`config.mk`:
```
export PLATFORM = sky130hd
export DESIGN_NAME = ssd_scan_driver_flat
export DESIGN_NICKNAME = d
export VERILOG_FILES = /design/src/rtl/ssd_scan_driver_if.sv /design/src/rtl/ssd_scan_driver.sv /design/src/flat_wrapper.sv
export SDC_FILE = /design/constraint.sdc
export NUM_CORES = 1
export LEC_CHECK = 0
export CAP_MARGIN = 30
export CORE_UTILIZATION = 42
export CTS_CLUSTER_SIZE = 24
export DETAILED_ROUTE_END_ITERATION = 8
export PLACE_DENSITY_LB_ADDON = 0.15
export SKIP_LAST_GASP = 1
export SLEW_MARGIN = 5
export SYNTH_ARGS = -nofsm -noshare
export SYNTH_HDL_FRONTEND = slang
export SYNTH_SLANG_ARGS = --single-unit
```
`constraint.sdc`:
```
create_clock -name clk -period 2.8 [get_ports clk]
set_clock_uncertainty 0.2 [all_clocks]
set_input_delay 0.42 -clock clk [delete_from_list [all_inputs] [get_ports clk]]
set_output_delay 0.42 -clock clk [all_outputs]
set_load 0.02 [all_outputs]
```
`src/rtl/ssd_scan_driver_if.sv`:
```
// ssd_scan_driver bus: display data in, pin drive out.
// master = game logic side, slave = scan driver side.
interface ssd_scan_driver_if #(
  parameter int NUM_DIGITS = 8,
  parameter int DIM_BITS   = 4
);
  logic [4*NUM_DIGITS-1:0] value;
  logic [NUM_DIGITS-1:0]   dp_in;
  logic [NUM_DIGITS-1:0]   digit_en;
  logic                    lz_blank;
  logic                    load;
  logic [DIM_BITS-1:0]     brightness;
  logic [NUM_DIGITS-1:0]   an_n;
  logic [6:0]              seg_n;
  logic                    dp_n;
  logic                    frame_done;

  modport master (
    output value, dp_in, digit_en, lz_blank, load, brightness,
    input  an_n, seg_n, dp_n, frame_done
  );

  modport slave (
    input  value, dp_in, digit_en, lz_blank, load, brightness,
    output an_n, seg_n, dp_n, frame_done
  );
endinterface

```
`src/rtl/ssd_scan_driver.sv`:
```
// N-digit multiplexed seven-segment scan driver with
// frame-synchronous loading, blanking and PWM dimming.
module ssd_scan_driver #(
  parameter int NUM_DIGITS = 8,
  parameter int SCAN_DIV   = 17,
  parameter int DIM_BITS   = 4
) (
  input  logic             clk,
  input  logic             rst_n,
  ssd_scan_driver_if.slave bus
);

  localparam int IW =
    (NUM_DIGITS > 1) ? $clog2(NUM_DIGITS) : 1;
  localparam logic [IW-1:0] LAST = IW'(NUM_DIGITS - 1);

  logic [SCAN_DIV-1:0]     presc;
  logic [IW-1:0]           idx;
  logic                    slot_end;
  logic                    frame_end;

  logic [4*NUM_DIGITS-1:0] sh_value;
  logic [NUM_DIGITS-1:0]   sh_dp;
  logic [NUM_DIGITS-1:0]   sh_en;
  logic                    sh_lz;
  logic                    pending;

  logic [4*NUM_DIGITS-1:0] act_value;
  logic [NUM_DIGITS-1:0]   act_dp;
  logic [NUM_DIGITS-1:0]   act_en;
  logic                    act_lz;

  logic [3:0]              nib;
  logic [NUM_DIGITS-1:0]   lz_mask;
  logic                    seen;
  logic                    en_cur;
  logic                    duty;
  logic [NUM_DIGITS-1:0]   an_d;
  logic [6:0]              seg_d;
  logic                    dp_d;

  function automatic logic [6:0] hex7(input logic [3:0] h);
    logic [6:0] s;
    unique case (h)
      4'h0: s = 7'b0000001;
      4'h1: s = 7'b1001111;
      4'h2: s = 7'b0010010;
      4'h3: s = 7'b0000110;
      4'h4: s = 7'b1001100;
      4'h5: s = 7'b0100100;
      4'h6: s = 7'b0100000;
      4'h7: s = 7'b0001111;
      4'h8: s = 7'b0000000;
      4'h9: s = 7'b0000100;
      4'hA: s = 7'b0001000;
      4'hB: s = 7'b1100000;
      4'hC: s = 7'b0110001;
      4'hD: s = 7'b1000010;
      4'hE: s = 7'b0110000;
      4'hF: s = 7'b0111000;
    endcase
    return s;
  endfunction

  assign slot_end  = &presc;
  assign frame_end = slot_end && (idx == LAST);

  // Free-running slot prescaler.
  always_ff @(posedge clk or negedge rst_n) begin
    if (!rst_n) presc <= '0;
    else        presc <= presc + SCAN_DIV'(1);
  end

  // Digit index steps once per slot.
  always_ff @(posedge clk or negedge rst_n) begin
    if (!rst_n) begin
      idx <= '0;
    end else if (slot_end) begin
      idx <= (idx == LAST) ? '0 : idx + IW'(1);
    end
  end

  // Shadow capture; applied to active only at frame end.
  always_ff @(posedge clk or negedge rst_n) begin
    if (!rst_n) begin
      sh_value  <= '0;
      sh_dp     <= '0;
      sh_en     <= '0;
      sh_lz     <= 1'b0;
      pending   <= 1'b0;
      act_value <= '0;
      act_dp    <= '0;
      act_en    <= '0;
      act_lz    <= 1'b0;
    end else if (frame_end) begin
      pending <= 1'b0;
      if (bus.load) begin
        act_value <= bus.value;
        act_dp    <= bus.dp_in;
        act_en    <= bus.digit_en;
        act_lz    <= bus.lz_blank;
      end else if (pending) begin
        act_value <= sh_value;
        act_dp    <= sh_dp;
        act_en    <= sh_en;
        act_lz    <= sh_lz;
      end
    end else if (bus.load) begin
      sh_value <= bus.value;
      sh_dp    <= bus.dp_in;
      sh_en    <= bus.digit_en;
      sh_lz    <= bus.lz_blank;
      pending  <= 1'b1;
    end
  end

  // Next pin levels for the digit currently in its slot.
  always_comb begin
    nib     = act_value[{idx, 2'b00} +: 4];
    seen    = 1'b0;
    lz_mask = '0;
    for (int i = NUM_DIGITS - 1; i > 0; i--) begin
      if (act_value[4*i +: 4] != 4'h0) seen = 1'b1;
      lz_mask[i] = act_lz & ~seen;
    end
    en_cur = act_en[idx];
    duty   = presc[SCAN_DIV-1 -: DIM_BITS] <= bus.brightness;
    an_d   = '1;
    if (en_cur && duty && (presc != '0)) an_d[idx] = 1'b0;
    seg_d  = '1;
    if (en_cur && !lz_mask[idx]) seg_d = hex7(nib);
    dp_d   = ~(en_cur & act_dp[idx]);
  end

  // Registered pin drive and end-of-frame pulse.
  always_ff @(posedge clk or negedge rst_n) begin
    if (!rst_n) begin
      bus.an_n       <= '1;
      bus.seg_n      <= '1;
      bus.dp_n       <= 1'b1;
      bus.frame_done <= 1'b0;
    end else begin
      bus.an_n       <= an_d;
      bus.seg_n      <= seg_d;
      bus.dp_n       <= dp_d;
      bus.frame_done <= frame_end;
    end
  end

endmodule

```
`src/flat_wrapper.sv`:
```
// flat-port wrapper written by rule: the top's interface ports become plain ports
module ssd_scan_driver_flat 
#(
  parameter int NUM_DIGITS = 8,
  parameter int SCAN_DIV   = 17,
  parameter int DIM_BITS   = 4
)
  (clk, rst_n, bus_value, bus_dp_in, bus_digit_en, bus_lz_blank, bus_load, bus_brightness, bus_an_n, bus_seg_n, bus_dp_n, bus_frame_done);
  ssd_scan_driver_if #(.NUM_DIGITS(NUM_DIGITS), .DIM_BITS(DIM_BITS)) bus_i ();
  input  logic clk;
  input  logic rst_n;
  input wire logic [$bits(bus_i.value)-1:0] bus_value;
  input wire logic [$bits(bus_i.dp_in)-1:0] bus_dp_in;
  input wire logic [$bits(bus_i.digit_en)-1:0] bus_digit_en;
  input wire logic [$bits(bus_i.lz_blank)-1:0] bus_lz_blank;
  input wire logic [$bits(bus_i.load)-1:0] bus_load;
  input wire logic [$bits(bus_i.brightness)-1:0] bus_brightness;
  output wire logic [$bits(bus_i.an_n)-1:0] bus_an_n;
  output wire logic [$bits(bus_i.seg_n)-1:0] bus_seg_n;
  output wire logic [$bits(bus_i.dp_n)-1:0] bus_dp_n;
  output wire logic [$bits(bus_i.frame_done)-1:0] bus_frame_done;
  assign bus_i.value = bus_value;
  assign bus_i.dp_in = bus_dp_in;
  assign bus_i.digit_en = bus_digit_en;
  assign bus_i.lz_blank = bus_lz_blank;
  assign bus_i.load = bus_load;
  assign bus_i.brightness = bus_brightness;
  assign bus_an_n = bus_i.an_n;
  assign bus_seg_n = bus_i.seg_n;
  assign bus_dp_n = bus_i.dp_n;
  assign bus_frame_done = bus_i.frame_done;
  ssd_scan_driver #(.NUM_DIGITS(NUM_DIGITS), .SCAN_DIV(SCAN_DIV), .DIM_BITS(DIM_BITS)) u_core (.clk(clk), .rst_n(rst_n), .bus(bus_i));
endmodule
```
==> results of run 1 <==
## flip-flops by register name (all words and copies together), names as in the netlist
name and count:
u_core.act_dp 8, u_core.sh_lz 1, u_core.pending 1, u_core.sh_dp 8
u_core.presc 17, u_core.act_en 8, u_core.idx 3, u_core.sh_value 32
u_core.act_lz 1, u_core.sh_en 8, u_core.bus.an_n 8, u_core.bus.seg_n 7
u_core.bus.dp_n 1, u_core.act_value 32, u_core.bus.frame_done 1
## routing by layer
metal / GRT usage, % / part of all wire, % / vias up
met3: 3.98 / 3.0 / 14
met4: 7.17 / 1.5 / 0
met2: 29.2 / 46 / 73
li1: - / - / 2101
met5: 0 / 0 / -
met1: 25.5 / 49 / 2167
## worst max-delay path by stage
stage               slack [ps]  cells past startpoint             endpoint             from
floorplan                   30                     11  u_core.sh_value[10]  u_core.presc[3]
global route                 8                     10         u_core.sh_lz  u_core.presc[1]
CTS                         50                      9      u_core.sh_dp[3]  u_core.presc[0]
finish                     100                     10      u_core.sh_dp[1]  u_core.presc[0]
detailed placement          60                      9  u_core.sh_value[26]  u_core.presc[0]
global placement           120                      9  u_core.sh_value[23]  u_core.presc[0]
## final cells by class
class	count	area (um2)
Multi-Input combinational cell	359	2810
Tap cell	184	230
Fill cell	1264	6580
Clock buffer	17	425
Inverter	13	51.3
Sequential cell	136	3420
Timing Repair Buffer	98	1030
Clock inverter	15	153
## critical path: cells and delay by family (launching register included)
| family | cells | cell delay (ps) |
|---|---|---|
| DFF | 1 | 390 |
| muxes | 1 | 340 |
| adders and majority gates | 2 | 390 |
| buffers and inverters | 2 | 320 |
| and+or+nand+nor | 5 | 930 |
## synth_stat cells, types with 7 or more instances
library cell and instances:
buf_2 10, mux2_2 52, nand2_1 60, inv_1 9, xnor2_1 10, nand3_1 11, nor2_1 11, and3_1 7
mux2i_1 54, ha_1 15, dfrtp_1 120, dfstp_2 16, clkbuf_1 17, nor4_1 10, o21ai_0 54
## kinds of logic (layout without fill, tap and decap cells)
group	after synthesis	count (layout)	share of synthesized area, %
xor gates and xnor gates	14	14	1.92
muxes	115	115	20.5
adders and majority gates	15	15	2.94
DFF	136	136	53.6
and+or+nand+nor	128	128	9.94
AOI/OAI and AO/OA	86	87	8.10
buffers and inverters	43	143	2.94
## timing repair
action                                  4_1_cts  5_1_grt
resized for setup                             0        3
endpoints found under the setup margin        0       69
hold buffers                                  1        0
hold endpoints to repair                     30        0
buffers inserted                              0        1
## report_power, final
part	leakage (nW)	total (mW)	switching, mW	internal (mW)
combinational	1.60	0.338	0.143	0.195
clock	0.277	2.19	0.876	1.31
sequential	1.71	2.07	0.0341	2.04
==> impl_metrics.toml, run 1 <==
[critical_path]
crit_chain = "ha_2 > and4_1 > and3_1 > and3_1 > ha_2 > and2_4 > nor2b_4 > buf_12 > clkbuf_16 > mux2_2"
rrSetupSlack_ps = 100
r2r_start = "u_core.presc[0]"
path_class = "register to register"
worstPathRequired_ps = 2910
slowest_delay_ps = 390
worst_setup_path_end_kind = "register"
crit_fanout = 15
start_kind = "register"
cpMaxStageDelayCell = "dfrtp_1"
arrival_ps = 2810
ff2ff_path_depth = 10
r2r_end = "u_core.sh_dp[1]"

[detailed_routing]
drtIter0Drc = 208
vias = 4355
wire_per_inst_um = 16.8
via_per_inst = 5.30
wl_mm = 13.8
antenna_left = 0
drcViolationCount = 5
firstDrtPassIters = 8

[placed_design]
gp_congestion = 0.852
place_ws_ps = 64.6
portBuffers = 72
hpwl_mm = 9.53
dpl.cell_count = 785
dpl_cell_area_mm2 = 0.00745

[synthesis]
yosys.area.top_type = "dfrtp_1"
synthCells = 537
synth-async-reset-ratio_pct = 100
synth_top_area_share_pct = 47.1
syn_nets = 608
yosysUniqueCellTypes = 55
ys_seq_elements = 136
yosysWarnings = 0
avgSynthCellArea_um2 = 11.9
syn-cell-area_mm2 = 0.00638
ys_seq_area_share_pct = 53.6
synth_edf_count = 0
synth.area.top_cells = "dfrtp_1, mux2_2, mux2i_1"
ys.flop_type = "dfrtp_1"

[timing]
rsz0062_at_grt = "no"
slew_viol_final = 0
fmax_mhz = 371
hold_viol_final = 0
setup_viol = 0
period_minus_slack_ps = 2700
hold-worst-slack_ps = 192
worst_slew_margin_rel_pct = 53.8
setup_tns_ps = 0
setup_ws_ps = 102
worst_slew_pin_slew_ps = 685
finalCritPeriodShare_pct = 96.3

[power_and_ir_drop]
totalPowerFinal_mw = 4.60
leakage_nw = 3.59
power_density_mw_per_mm2 = 566
peakVddDrop_v = 0.000417

[clock_network]
clk_latency_ps = 430
cts_buffer_depth = 2
clkSlewWorstSetupHoldPaths_ps = 60
cts_buffers = 17
cts_tree = "done"
ctsHtreeMaxLevel = 4
clock_tree.root_cell = "clkbuf_16"
clock-sinks = 136

[final_layout]
nets = 696
num_antenna_cells = 0
final_cells = 822
syn_to_final_growth_pct = 27.3
final_common_cell = "dfrtp_1"
drive_above_1_share_pct = 23.4
final_cell_mix = "dfrtp_1, clkdlybuf4s50_1, nand2_1"
final_core_util_pct = 55.3
final_area_mm2 = 0.00812

[floorplanning]
fp-row-count = 44
coreArea_mm2 = 0.0147
die_area_mm2 = 0.0157
start_util_pct = 43.4
pin_count = 73
die_h_um = 125
die_w_um = 125

[hold_path]
hold_depth = 3
holdPathEnd = "u_core.pending"
hp-start = "bus_load"
hold_path_class = "input port to register"

[global_route]
grt_max_degree = 54
antenna_found_initial = 0
grtUsageTotal_pct = 18.7
gr-total-overflow = 0
grt_first_pass_wirelength_mm = 22.9
grt_pass1_vias = 4544

[flow_run]
max_cap_viol_count = 0

[run_status]
status = "finished, violations left"
violations = "design-rule violations"
No activity file was read; power rests on OpenSTA's default activity.
==> run 2, diff against run 1 <==
SKIP_CTS_REPAIR_TIMING = 1   (was default)
clock period = 2.7 ns   (was 2.8 ns; I/O delays follow)
==> run 2 against run 1 <==
The run still ends with design-rule violations left. Die area unchanged. Sequential power up 4%. Register-to-register slack worse by 30 ps. Via count up 3.2%. Critical endpoint is now u_core.sh_value[1]. Highest routed layer unchanged.
==> impl_metrics.toml, run 2 (synthesis gave the netlist of run 1 again) <==
[floorplanning]
pin_count = 73
start_util_pct = 43.4
fp-row-count = 44
die_h_um = 125
die_area_mm2 = 0.0157
coreArea_mm2 = 0.0147
die_w_um = 125

[final_layout]
drive_above_1_share_pct = 24.7
final_area_mm2 = 0.00824
final_cell_mix = "dfrtp_1, clkdlybuf4s50_1, nand2_1"
num_antenna_cells = 0
nFillCells = 1217
seq_area_mm2 = 0.00342
syn_to_final_growth_pct = 29.2
final_cells = 829
nets = 703
final_common_cell = "dfrtp_1"
reg_top3 = "u_core.act_value: 32 flops, u_core.sh_value: 32 flops, u_core.presc: 17 flops"
multi_input_area_mm2 = 0.00281

[critical_path]
worst_path_most_repeated_cell = "and3_4"
r2r_start = "u_core.presc[5]"
cpMaxStageDelayCell = "dfrtp_1"
r2r_end = "u_core.sh_value[1]"
crit_chain = "and3_4 > and4_4 > and3_4 > and3_1 > ha_2 > and2_4 > nor2b_4 > buf_6 > clkbuf_16 > mux2_2"
ff2ff_path_depth = 10
crit_fanout = 9
path_class = "register to register"
arrival_ps = 2730
slowest_delay_ps = 410
rrSetupSlack_ps = 70
worst_setup_path_end_kind = "register"
start_kind = "register"
worstPathRequired_ps = 2810

[placed_design]
dpl_cell_area_mm2 = 0.00749
gp_congestion = 0.899
hpwl_mm = 9.69
portBuffers = 72
dpl.cell_count = 790

[timing]
period_minus_slack_ps = 2630
setup_viol = 0
worst_slew_pin_slew_ps = 705
slew_viol_final = 0
hold_viol_final = 0
fmax_mhz = 381
rsz0062_at_grt = "no"
finalCritPeriodShare_pct = 97.2
worst_slew_margin_rel_pct = 52.4

[power_and_ir_drop]
leakage_nw = 3.65
power_density_mw_per_mm2 = 593
peakVddDrop_v = 0.000416
totalPowerFinal_mw = 4.88

[global_route]
grtUsageTotal_pct = 19.0
gr-total-overflow = 0
antenna_found_initial = 0
grt_max_degree = 54
grt_pass1_vias = 4671
grt_first_pass_wirelength_mm = 23.2

[clock_network]
cts_buffer_depth = 2
clkSlewWorstSetupHoldPaths_ps = 60
ctsHtreeMaxLevel = 4
clock_tree.root_cell = "clkbuf_16"
clock-sinks = 136
cts_buffers = 17
clk_latency_ps = 430
cts_tree = "done"

[detailed_routing]
wl_mm = 14.2
firstDrtPassIters = 6
wire_per_inst_um = 17.1
antenna_left = 0
drcViolationCount = 4
drtIter0Drc = 297
via_per_inst = 5.42
vias = 4496

[run_status]
status = "finished, violations left"
violations = "design-rule violations"

[hold_path]
holdPathEnd = "u_core.pending"
hold_depth = 3
hp-start = "bus_load"
hold_path_class = "input port to register"

[flow_run]
max_cap_viol_count = 0
[run 2: changes by cell type in the layout (fill, tap and decap cells not counted), moves of 2 or more]
cell      delta
and3_4       +2
buf_4        +4
clkinv_2     -2
and3_1       -2
buf_6        +4
[run 2: through the flow]
stage | TNS [ps] | hold slack, ps | utilization [%] | worst slack, ps
finish | 0 | 175 | 56.1 | 74.7
global route | 0 | 187 | 56.1 | 3.78
CTS | -288 | -201 | 55.1 | -22.4
detailed placement | 0 | 254 | 50.9 | 1.73
global placement | 0 | 247 | 50.9 | 79.4
floorplan | 0 | -90.6 | - | 5.63
[run 2: report_power, final]
group	internal, mW	leakage (nW)	switching [mW]
logic	0.208	1.64	0.151
clock network	1.48	0.293	0.895
registers	2.11	1.71	0.0361
total	3.80	3.65	1.08
[run 2: how the worst max path moves through the flow]
stage	start	end	slack (ps)	cells past startpoint
2_1_floorplan	u_core.presc[3]	u_core.sh_value[10]	6	11
4_1_cts	u_core.presc[5]	u_core.sh_value[4]	-20	9
3_3_place_gp	u_core.presc[0]	u_core.sh_value[8]	80	9
3_5_place_dp	u_core.presc[4]	u_core.sh_value[4]	2	9
6_report	u_core.presc[5]	u_core.sh_value[1]	70	10
5_1_grt	u_core.presc[0]	u_core.sh_value[1]	4	10
[run 2: per-layer routing]
metal / global-route usage [%] / vias up / routed length, um
met4: 7.89 / 0 / 323
met2: 29.3 / 99 / 6540
met5: 0 / - / 0
met3: 5.73 / 29 / 589
li1: - / 2126 / -
met1: 25.1 / 2242 / 6730
[run 2: worst max-delay path: cells and delay by family, from the launching register on]
family | cells | cell delay, ps
and+or+nand+nor | 6 | 1050
DFF | 1 | 410
buffers and inverters | 2 | 330
muxes | 1 | 330
adders and majority gates | 1 | 180
[run 2: cell type report]
type                            instances  area share (%)
Timing Repair Buffer                  106            13.5
Clock buffer                           18            5.33
Sequential cell                       136            41.5
Clock inverter                         14            2.08
Tap cell                              184            2.79
Inverter                               13           0.622
Multi-Input combinational cell        358            34.1
